<file path="src/rtl/fetch_unit.sv">
// Instruction fetch: PC/IR registers with a 4-state request/ack handshake to instruction memory.
// Memory latency is arbitrary; timeout after TIMEOUT_CYCLES unacked REQ cycles; HLT or timeout halts until reset.
module fetch_unit #(
  parameter int INSTRUCTION_WIDTH = 16,
  parameter int OPERAND_WIDTH     = 11,
  parameter int TIMEOUT_CYCLES    = 8
) (
  input  logic                                   clock_in,
  input  logic                                   reset_in,
  input  logic                                   fetch_req_in,
  input  logic                                   pc_wr_in,
  input  logic                                   branch_in,
  output logic [OPERAND_WIDTH-1:0]               imem_addr_out,
  output logic                                   imem_req_out,
  input  logic                                   imem_ack_in,
  input  logic [INSTRUCTION_WIDTH-1:0]           imem_data_in,
  output logic [INSTRUCTION_WIDTH-OPERAND_WIDTH-1:0] op_code_out,
  output logic [OPERAND_WIDTH-1:0]               operand_out,
  output logic                                   ir_valid_out,
  output logic                                   halted_out,
  output logic                                   fetch_err_out
);

  localparam int OPC_W = INSTRUCTION_WIDTH - OPERAND_WIDTH;
  localparam int CNT_W = $clog2(TIMEOUT_CYCLES + 1);

  typedef enum logic [1:0] {S_IDLE, S_REQ, S_VALID, S_HALT} state_t;

  state_t                        state_q, state_d;
  logic [OPERAND_WIDTH-1:0]      pc_q, pc_d;
  logic [INSTRUCTION_WIDTH-1:0]  ir_q, ir_d;
  logic [CNT_W-1:0]              cnt_q, cnt_d;
  logic                          err_q, err_d;

  always_ff @(posedge clock_in) begin
    if (reset_in) begin
      state_q <= S_IDLE;
      pc_q    <= '0;
      ir_q    <= '0;
      cnt_q   <= '0;
      err_q   <= 1'b0;
    end else begin
      state_q <= state_d;
      pc_q    <= pc_d;
      ir_q    <= ir_d;
      cnt_q   <= cnt_d;
      err_q   <= err_d;
    end
  end

  always_comb begin
    state_d = state_q;
    pc_d    = pc_q;
    ir_d    = ir_q;
    cnt_d   = cnt_q;
    err_d   = err_q;
    unique case (state_q)
      S_IDLE: begin
        cnt_d = '0;
        if (fetch_req_in) state_d = S_REQ;
      end
      S_REQ: begin
        // An ack on the final allowed cycle still wins over the timeout.
        if (imem_ack_in) begin
          ir_d    = imem_data_in;
          cnt_d   = '0;
          state_d = S_VALID;
        end else if (cnt_q == CNT_W'(TIMEOUT_CYCLES - 1)) begin
          err_d   = 1'b1;
          state_d = S_HALT;
        end else begin
          cnt_d = cnt_q + CNT_W'(1);
        end
      end
      S_VALID: begin
        if (ir_q[INSTRUCTION_WIDTH-1:OPERAND_WIDTH] == '0) begin
          state_d = S_HALT;
        end else if (pc_wr_in) begin
          pc_d    = branch_in ? ir_q[OPERAND_WIDTH-1:0] : pc_q + OPERAND_WIDTH'(1);
          state_d = S_IDLE;
        end
      end
      S_HALT: state_d = S_HALT;
      default: state_d = S_IDLE;
    endcase
  end

  // Outputs decode flops only; no input-to-output combinational path.
  assign imem_addr_out = pc_q;
  assign imem_req_out  = (state_q == S_REQ);
  assign op_code_out   = ir_q[INSTRUCTION_WIDTH-1 -: OPC_W];
  assign operand_out   = ir_q[OPERAND_WIDTH-1:0];
  assign ir_valid_out  = (state_q == S_VALID);
  assign halted_out    = (state_q == S_HALT);
  assign fetch_err_out = err_q;

endmodule
</file>
<file path="config.mk">
export PLATFORM = sky130hd
export DESIGN_NAME = fetch_unit
export DESIGN_NICKNAME = d
export VERILOG_FILES = /design/src/rtl/fetch_unit.sv
export SDC_FILE = /design/constraint.sdc
export NUM_CORES = 1
export LEC_CHECK = 0
export ABC_AREA = 1
export BUFFER_PORTS_ARGS = -buffer_cell sky130_fd_sc_hd__buf_2
export CAP_MARGIN = 15
export CELL_PAD_IN_SITES_DETAIL_PLACEMENT = 0
export CELL_PAD_IN_SITES_GLOBAL_PLACEMENT = 1
export CORE_ASPECT_RATIO = 2
export CORE_MARGIN = 4
export CORE_UTILIZATION = 25
export CTS_CLUSTER_DIAMETER = 100
export DETAILED_ROUTE_END_ITERATION = 16
export PLACE_DENSITY = 0.7
export SYNTH_ARGS = -nofsm -noshare
export SYNTH_HDL_FRONTEND = slang
export SYNTH_SLANG_ARGS = --single-unit
</file>
<file path="constraint.sdc">
create_clock -name clock_in -period 2.6 [get_ports clock_in]
set_input_delay 0.26 -clock clock_in [delete_from_list [all_inputs] [get_ports clock_in]]
set_output_delay 0.26 -clock clock_in [all_outputs]
set_load 0.03 [all_outputs]
</file>
# Word level (Yosys, flattened, before mapping)

Index checks and enable logic that the tools add are counted.

$add $sub $neg: 2
Equality and inequality tests: 8
Multiplexer cells: 10
Bitwise logic cells: 2
Reductions and logical operators: 8

Operators by type and width:

| kind                                                                  | number |
|---|---|
| 11-bit by 1-bit adder with 11-bit output, second input constant       | 1 |
| 11-bit 2-to-1 mux                                                     | 1 |
| 2-bit 2-to-1 mux                                                      | 5 |
| 3-bit AND reduction                                                   | 3 |
| 4-bit 2-to-1 mux                                                      | 2 |
| 2-bit case mux with 4 select lines                                    | 1 |
| 4-bit case mux with 2 select lines                                    | 1 |
| 5-bit zero test                                                       | 1 |
| 4-bit by 1-bit adder with 4-bit output, second input constant         | 1 |
| 2-bit equality test, second input constant                            | 2 |
| 4-bit by 3-bit equality test with 1-bit output, second input constant | 1 |
| 2-bit AND reduction                                                   | 2 |
| 3-bit by 1-bit != test with 1-bit output, second input constant       | 1 |
| 3-bit by 2-bit != test with 1-bit output, second input constant       | 1 |
| 3-bit != test, second input constant                                  | 1 |
| 2-bit by 1-bit equality test with 1-bit output, second input constant | 1 |
| 2-bit zero test                                                       | 1 |
| 2-bit != test, second input constant                                  | 1 |
| 1-bit inverter                                                        | 2 |
| 2-bit nonzero test                                                    | 1 |

Register bits: 34
Bits of input ports: 22

# Depth between registers and ports, before layout

Word-level depth: 4
Depth in mapped cells: 10
Mapped depth without buffers: 10

# Worst setup path after synthesis

OpenSTA, ideal clock, no wires.

Kind: reg-to-reg
Start: register pc_q[0], in the netlist imem_addr_out[0]
End: register pc_q[10], in the netlist imem_addr_out[10]
Library setup time: 0.132 ns
Arrival: 1.311 ns
Data required time: 2.468 ns
Setup slack: 1.157 ns
Stages on the path, launching flop included: 9
Clock period less this slack: 1.443 ns
Cell sequence: dfxtp_1 -> ha_1 -> nand3_1 -> nor2_2 -> nand2_1 -> nand2_1 -> nand3_1 -> nand2_1 -> a21oi_1

Word-level cells in the longest chain between the ends: 2

RTL lines:

| item                                     | RTL line | source |
|---|---|---|
| from (decl)                              | 30       | `logic [OPERAND_WIDTH-1:0] pc_q, pc_d;` |
| from (signal assigned)                   | 44       | `pc_q <= pc_d;` |
| 11-bit by 1-bit adder with 11-bit output | 79       | `pc_d = branch_in ? ir_q[OPERAND_WIDTH-1:0] : pc_q + OPERAND_WIDTH'(1);` |
| 11-bit 2-to-1 mux                        | 79       |  |

Every way passes these cells.
A chain may end at the register's enable or synchronous reset.

# Worst setup path after layout

Start: register state_q[0]
End: output port imem_req_out

Word-level cells in the longest chain between the ends: 1

RTL lines:

| item                                           | RTL line | source |
|---|---|---|
| from (decl)                                    | 29       | `state_t state_q, state_d;` |
| from (signal assigned)                         | 43       | `state_q <= state_d;` |
| 2-bit by 1-bit equality test with 1-bit output | 90       | `assign imem_req_out = (state_q == S_REQ);` |
| to (decl)                                      | 14       | `output logic imem_req_out,` |

Every way passes these cells.

==> metrics.md <==
| Metric | Value |
|---|---|
| Status | `finished, final reports clean` |
| Crit path kind | `flop to output port` |
| Mapped Cells | `255` |
| Synth Area in XOR/XNOR | `0` |
| Post-synth EDFFs | `0` |
| Worst hold path type | `input pin to flop` |
| CTS sink count | `34` |
| Fill cell count | `803` |
| Routed WL | `4830 µm` |
| Yosys warns | `0` |
| Die Ht | `126 µm` |
| Max VDD drop | `between 0.0003 and 0.0004 V` |
| DP HPWL | `3820 µm` |
| DRC errors left | `0` |
| Number of global-route vias before repair | `between 1500 and 2000` |
| Root Buffer | `clkbuf_16` |
| Number of H-tree levels | `2` |
| Nets | `329` |
| Worst slew pin tran | `477 ps` |
| Hold depth | `3` |
| Post-synth ARST share | `0` |
| Area grow syn2layout | `27.0%` |
| Setup ws final | `1100 ps` |
| TritonCTS clock tree | `done` |
| Max-slew headroom | `0.682` |
| Primary FF master, synth | `dfxtp_1` |
| Setup TNS | `0 ps` |
| Multi-input gate area | `about 900 µm²` |
| Synth Net Count | `279` |
| Hold Path Origin | `imem_data_in[1]` |
| Post_cts resized | `0` |
| Die footprint | `0.00846 mm²` |
| Wire per inst | `12.2 µm` |
| GRT Util Overall | `0.122` |
| Multiplexer area fraction after synthesis | `0` |
| Initial antenna violation count | `0` |
| Startpoint Class | `flop` |
| Post-synthesis simple-gate area fraction | `0.336` |
| Min Tclk post-route | `1500 ps` |
| Seq. cell area | `681 µm²` |
| Largest net degree at the start of global routing | `25` |
| CP Data Required Time | `between 2000 and 2500 ps` |
| WP data arrival | `1240 ps` |
| Post-Place Setup Slack | `1140 ps` |
| Final setup viols | `0` |
| Pleak | `~0.94 nW` |
| Total CTS buffers | `5` |
| Post-Synth Adder-Cell Area | `0.0143` |
| ANT cells | `0` |
| Final Power | `1.60 mW` |
| Pins Over Slew Limit | `0` |
| FF-to-FF Start | `state_q[0]$_SDFFE_PP0P_` |
| Max_cap viols | `0` |
| IO Pins | `53` |
| Detailed Routing Iterations Pass 1 | `4` |
| First-pass GRT wire length | `7960 µm` |
| Initial Util | `0.259` |
| Fin crit share | `0.577` |
| Chip width | `about 67 µm` |
| Worst Reg-to-Reg Cells | `5` |
| Final hold violations | `0` |
| Crit end category | `output port` |
| DR vias/cell | `4.41` |
| Vias post-DR | `1737` |
| RSZ-0062 raised after global routing | `no` |
| Clock Skews | `around 3.1 ps` |
| Worst-Skew Late Latency | `about 270 ps` |
| Synthesized area per cell | `6.84 µm²` |
| Core area | `0.00673 mm²` |
| Area fraction in compound gates after synthesis | `0.158` |
| Final Cell Area | `0.00222 mm²` |
| Crit path from | `state_q[0]$_SDFFE_PP0P_` |
| CTS max path bufs | `2` |
| Largest family of logic cells by synthesized area | `simple AND/OR/NAND/NOR gates` |
| Share of cells above drive strength 1 | `0.261` |
| # hold bufs at CTS | `0` |
| Dpl cell area | `0.00205 mm²` |
| Post-CTS setup buffers | `0` |
| Cell variety after synth | `23` |
| Netlist Area Pre-Place | `0.00175 mm²` |
| Rows | `42` |
| Register bit total from synthesis | `34` |
| Fmax | `0.667 GHz` |
| Post-DRT Antenna Nets | `0` |
| Grt ovf | `0` |
| Register area share after synthesis | `0.390` |
| Crit-path max FO | `14` |
| Worst-path clk slew | `50 ps` |
| DRT iter0 DRCs | `76` |
| Pwr Density | `723 mW/mm²` |
| Gpl congestion | `between 0.7 and 0.8` |
| PortBufs | `between 50 and 60` |
## critical path, stage by stage, from the launching register on
cell and delay [ps]:
dfxtp_1 480, nand2_4 100, inv_4 150, buf_2 230
## kinds of logic (layout without fill, tap and decap cells)
kind of cell / Yosys count / after routing
flops: 34 / 34
buf+inv: 39 / 90
compound gates: 52 / 52
simple gates: 128 / 128
fa+ha+maj: 2 / 2
## layer usage
layer  GRT usage  wire length, µm  vias to the layer above
met5           0                0                        -
met4      0.0550              124                        0
met2       0.224             2660                       36
li1            -                -                      923
met1       0.126             1820                      768
met3      0.0276              223                       10
## power by group
group	internal (mW)	switching (mW)	total [mW]	leakage (nW)
logic	0.101	0.241	0.342	0.588
registers	0.560	0.0354	0.595	0.276
clock network	0.453	0.213	0.666	0.0781
total	1.11	0.489	1.60	0.943
## flip-flops by register name, indices dropped and copies added, names as in the netlist
register and cells:
state_q 2, ir_q 16, fetch_err_out 1, imem_addr_out 11, cnt_q 4
## Yosys cell counts, types with 3 or more instances
master,n,share of area
nand2_1,66,0.14
dfxtp_1,34,0.39
a21oi_1,33,0.095
nand3_1,27,0.077
inv_1,26,0.056
nor2_1,19,0.041
o21ai_0,8,0.023
o21ai_1,7,0.020
nor2_2,5,0.018
a21oi_2,4,0.020
buf_6,3,0.019
clkbuf_1,3,0.0065
inv_2,3,0.0065
nand2_2,3,0.011
## final cells by class
cell class                      instances  area share
Sequential cell                        34       0.307
Tap cell                               88      0.0497
Multi-Input combinational cell        182       0.400
Clock buffer                            7      0.0599
Timing Repair Buffer                   52       0.117
Clock inverter                          1      0.0136
Inverter                               30      0.0519
## path summary, 6_finish.rpt
kind                           endpoint  slack, ps
setup / recovery           imem_req_out       1100
hold / removal     ir_q[1]$_SDFFE_PP0P_        250
setup reg to reg   ir_q[4]$_SDFFE_PP0P_       1140
hold reg to reg   ir_q[13]$_SDFFE_PP0P_        470
## cells in the final DEF (no fill, tap or decap)
cell       synthesis  final
a21oi_1           33     33
inv_4              1      1
a21oi_2            4      4
clkbuf_1           3      2
nor3_1             2      2
nand2_2            3      3
inv_1             26     26
clkbuf_16          0      5
nor2_2             5      5
inv_2              3      3
ha_1               2      2
bufinv_16          0      1
nand2_4            2      2
nand3_2            1      1
nor2_1            19     19
buf_2              2     52
o21ai_1            7      7
nand3_4            1      1
nand3_1           27     27
nor2_4             2      2
o21ai_0            8      8
dfxtp_1           34     34
nand2_1           66     66
## through the flow
step                instances  utilization  hold WS, ps
finish                    394        0.329          251
global route              394        0.329          258
CTS                       394        0.329          243
detailed placement        386        0.305          463
global placement          386        0.305          467
floorplan                 255            -          329
No activity file was read; power rests on OpenSTA's default activity.
